### src/rtl/mem_arbiter.sv
// Round-robin arbiter for the single-port 256x8 memory, with bulk clear.
// Ports: clk/reset1; req_* (NREQ requesters, packed addr/wdata), rsp_*
// (read return), clr_start/clr_busy, rd_wr1/addr1/wr_data1/rd_data1 (memory).
module mem_arbiter #(
  parameter int NREQ = 4,
  parameter int AW = 8,
  parameter int DW = 8,
  parameter logic [DW-1:0] CLR_VAL = 8'hFF,
  parameter int IW = $clog2(NREQ)
) (
  input  logic               clk,
  input  logic               reset1,
  input  logic [NREQ-1:0]    req_valid,
  output logic [NREQ-1:0]    req_ready,
  input  logic [NREQ-1:0]    req_rd_wr,
  input  logic [NREQ*AW-1:0] req_addr,
  input  logic [NREQ*DW-1:0] req_wdata,
  output logic               rsp_valid,
  output logic [IW-1:0]      rsp_id,
  output logic [DW-1:0]      rsp_data,
  input  logic               clr_start,
  output logic               clr_busy,
  output logic               rd_wr1,
  output logic [AW-1:0]      addr1,
  output logic [DW-1:0]      wr_data1,
  input  logic [DW-1:0]      rd_data1
);

  typedef enum logic {
    IDLE  = 1'b0,
    CLEAR = 1'b1
  } state_t;

  state_t        state;
  state_t        state_nx;
  logic [IW-1:0] ptr;
  logic [AW-1:0] cnt;
  logic          found;
  logic [IW-1:0] win;
  logic          go;
  logic          v1;
  logic          v2;
  logic [IW-1:0] id1;
  logic [IW-1:0] id2;

  logic [AW-1:0] addr_a [NREQ];
  logic [DW-1:0] wdata_a [NREQ];

  for (genvar i = 0; i < NREQ; i++) begin : g_unpack
    assign addr_a[i]  = req_addr[i*AW +: AW];
    assign wdata_a[i] = req_wdata[i*DW +: DW];
  end

  // Scan from ptr upward; descending loop so the nearest valid wins.
  always_comb begin : arb_search
    logic [IW-1:0] idx;
    idx   = '0;
    found = 1'b0;
    win   = '0;
    for (int k = NREQ - 1; k >= 0; k--) begin
      idx = IW'((int'(ptr) + k) % NREQ);
      if (req_valid[idx]) begin
        found = 1'b1;
        win   = idx;
      end
    end
  end

  // reset1 gates the grant so ready drops without waiting for an edge.
  assign go = found && (state == IDLE) && !clr_start && !reset1;

  always_comb begin
    req_ready = '0;
    if (go) req_ready[win] = 1'b1;
  end

  always_comb begin
    state_nx = state;
    unique case (state)
      IDLE:    if (clr_start) state_nx = CLEAR;
      CLEAR:   if (cnt == '1) state_nx = IDLE;
      default: state_nx = IDLE;
    endcase
  end

  always_ff @(posedge clk or posedge reset1) begin
    if (reset1) begin
      state    <= IDLE;
      ptr      <= '0;
      cnt      <= '0;
      rd_wr1   <= 1'b1;
      addr1    <= '0;
      wr_data1 <= '0;
      v1       <= 1'b0;
      v2       <= 1'b0;
      id1      <= '0;
      id2      <= '0;
    end else begin
      state <= state_nx;
      v1    <= go && req_rd_wr[win];
      id1   <= win;
      v2    <= v1;
      id2   <= id1;
      if (state == CLEAR) begin
        rd_wr1   <= 1'b0;
        addr1    <= cnt;
        wr_data1 <= CLR_VAL;
        cnt      <= cnt + 1'b1;
      end else if (go) begin
        rd_wr1   <= req_rd_wr[win];
        addr1    <= addr_a[win];
        wr_data1 <= wdata_a[win];
        ptr      <= (win == IW'(NREQ - 1)) ? '0 : win + 1'b1;
      end else begin
        // Idle cycles park the port on a read so nothing gets written.
        rd_wr1 <= 1'b1;
        if (clr_start) cnt <= '0;
      end
    end
  end

  assign rsp_valid = v2;
  assign rsp_id    = id2;
  assign rsp_data  = rd_data1;
  assign clr_busy  = (state == CLEAR);

endmodule

### config.mk
export PLATFORM = sky130hd
export DESIGN_NAME = mem_arbiter
export DESIGN_NICKNAME = d
export VERILOG_FILES = /design/src/rtl/mem_arbiter.sv
export SDC_FILE = /design/constraint.sdc
export NUM_CORES = 1
export LEC_CHECK = 0
export CAP_MARGIN = 10
export CORE_AREA = 2 2 78 80
export DETAILED_ROUTE_END_ITERATION = 8
export DIE_AREA = 0 0 80 82
export PLACE_DENSITY = 0.8
export SLEW_MARGIN = 25
export SYNTH_ARGS = -nofsm -noshare
export SYNTH_HDL_FRONTEND = slang
export SYNTH_SLANG_ARGS = --single-unit
### constraint.sdc
create_clock -name clk -period 2.65 [get_ports clk]
set_input_delay 0.53 -clock clk [delete_from_list [all_inputs] [get_ports clk]]
set_output_delay 0.53 -clock clk [all_outputs]
set_load 0.03 [all_outputs]
==> flow_summary.toml <==
[run_status]
status = "complete, no violations"

[place]
place_congestion = 0.778
hpwl_mm = 4.31
post-place-ws_ns = -0.467
portBuffers = 99

[setup_path]
crit_type = "input port to primary output"
worstPathRequired_ns = 2.12
cp.arrival_ns = 2.04
crit_path_top_delay_cell = "clkdlybuf4s50_1"
worst_setup_path_start_kind = "input port"
crit_top_cell = "buf_4"
critPathMaxStageDelay_ns = 0.48
crit_fanout = 13
cp-end-kind = "primary output"
path_cells = "clkdlybuf4s50_1 > nor3_1 > buf_4 > o41a_1 > buf_4 > and2_1 > buf_6"

[finish]
area_delta_synth_final_pct = 58.2
layout_commonest_cell = "clkdlybuf4s50_1"
n_antenna_cell = 0
drive_above_1_share_pct = 16.1
regArea_um2 = 852
final.fill_count = 489
multi_input_area_um2 = 1150
nets = 403
final_cell_mix = "91 x clkdlybuf4s50_1, 43 x mux2i_1, 33 x dfrtp_1"

[floorplanning]
coreArea_um2 = 5750
rows = 28
die_area_um2 = 6560
ios = 116
start_util_pct = 37.2
fp.dieH_um = 82
die_w_um = 80

[synth]
synth_nets = 295
ys_seq_area_share_pct = 39.8
syn_avg_cell_area_um2 = 10.3
synth_seq_cells = 34
ys_types = 32
netlist_instances = 207
yosysWarningCount = 0
syn_area_um2 = 2140

[sta]
slew_headroom_pct = 77.3
fin_ws_ns = 0.0776
clock_skew_ns = 0.00195
setup_tns_ns = 0
fmaxAchievable_mhz = 389
setup_violations = 0
maxSlewViolCount = 0
period_needed_ns = 2.57
rsz0062_at_grt = "no"
finalHoldViolations = 0
worst_slew_pin_slew_ns = 0.340
post-route-period-util_pct = 97.1

[route]
wire_per_inst_um = 14.7
num_vias = 1939
routed_wl_mm = 5.75
dr.pass1.iters = 4
drt-initial-drc-count = 97
drc = 0
ant_nets = 0
vias_per_cell = 4.96

[clock_network]
numCtsBuffers = 5
clk_pin_slew_ns = 0.06
root_buffer = "clkbuf_8"
cts_tree = "yes"
holdBufCountCts = 0
clock_path_buffers = 2
worstSkewPairLatency_ns = 0.28
cts.htree.levels = 2
clock_sinks = 34

[power_and_ir_drop]
p_leak_nw = 1.43
ir_worst_vdd_mv = 0.300
power.density_nw_per_um2 = 553

[grt]
grt_pass1_vias = 1985
grt_max_degree = 36
grt_first_pass_wirelength_mm = 9.23
overflow = 0
track_usage_pct = 18.3
antenna_found_initial = 0

[hold_path]
hp-class = "register to register"

[job]
cap_violations = 0
## critical path: cells and delay by family
family	cells	cell delay (ns)
buffers and inverters	4	0.98
AO/OA/AOI/OAI	1	0.15
AND/OR/NAND/NOR	2	0.38
## logic make-up (layout without fill, tap and decap cells)
kind of cell,Yosys count,count (layout),synth area share [%]
fa+ha+maj,5,5,2.93
mux,55,55,26.4
flops,34,34,39.8
buf+inv,26,135,7.96
simple gates,43,43,9.30
compound gates,44,44,13.5
## flip-flops by register name, indices dropped and copies added, names as in the netlist, 2 cells and up
signal	count
cnt	8
rsp_id	2
addr1	8
id1	2
wr_data1	8
ptr	2
## per-layer routing
layer	GRT usage, %	up-vias	part of all wire [%]
li1	-	952	-
met1	20.6	913	41
met2	32.7	68	51
met3	5.27	6	6.8
met4	7.63	0	0.97
met5	0	-	0
## path summary, 6_finish.rpt
kind                                 from            to  cells after the start  slack (ns)
worst max-delay path            clr_start  req_ready[3]                      7        0.08
worst max register to register     ptr[1]      addr1[7]                     10        0.28
worst min-delay path               id1[1]     rsp_id[1]                      0        0.35
worst min register to register     id1[1]     rsp_id[1]                      0        0.35
min in group asynchronous          reset1        cnt[7]                      4        0.82
max in group asynchronous          reset1        rd_wr1                      4        1.57
## synthesized netlist by cell type, drive strengths merged
cell | instances | area, µm²
nand2 | 14 | 52.6
nor3 | 2 | 10.0
a311oi | 1 | 8.76
nand4 | 3 | 18.8
a22oi | 2 | 15.0
mux2 | 12 | 135
dfrtp | 33 | 826
a31oi | 1 | 6.26
nor2 | 11 | 41.3
o21ai | 24 | 120
a221o | 5 | 50.1
dfstp | 1 | 26.3
o2bb2a | 1 | 10.0
o41ai | 1 | 16.3
clkbuf | 7 | 26.3
a21o | 1 | 7.51
a211oi | 1 | 7.51
ha | 5 | 62.6
buf | 14 | 125
nand3 | 4 | 20.0
inv | 5 | 18.8
a21oi | 5 | 28.8
o31ai | 1 | 7.51
nor2b | 2 | 12.5
mux2i | 43 | 430
nand2b | 3 | 18.8
o41a | 1 | 11.3
and2 | 4 | 25.0
## through the flow
step / hold slack, ns / instance area, µm² / total power [W] / util (%) / cells
after global routing: 0.369 / 3380 / 0.00199 / 58.9 / 391
after global placement: 0.333 / 3250 / 0.00148 / 56.5 / 379
final: 0.349 / 3380 / 0.00187 / 58.9 / 391
after detailed placement: 0.335 / 3250 / 0.00150 / 56.5 / 379
after CTS: 0.349 / 3370 / 0.00189 / 58.7 / 391
after floorplan: 0.331 / 2140 / 0.00120 / - / 207
## layout make-up
class	instances	area share, %
repair buffers	122	35.0
inverters	5	0.555
flip-flops and latches	34	25.2
multi-input cells	147	34.1
well taps	75	2.77
clock buffers	8	2.37
## timing repair
| action | in CTS | in global routing |
|---|---|---|
| gates resized for setup | 14 | 4 |
| buffers inserted | 4 | 0 |
| endpoints found under the setup margin | 4 | 3 |
| pin swaps | 1 | 1 |
## report_power, final
part / switching [W] / internal, W
Clock: 0.000173 / 0.000186
Combinational: 0.000359 / 0.000424
Sequential: 0.0000994 / 0.000630
(Power assumes the default switching activity.)
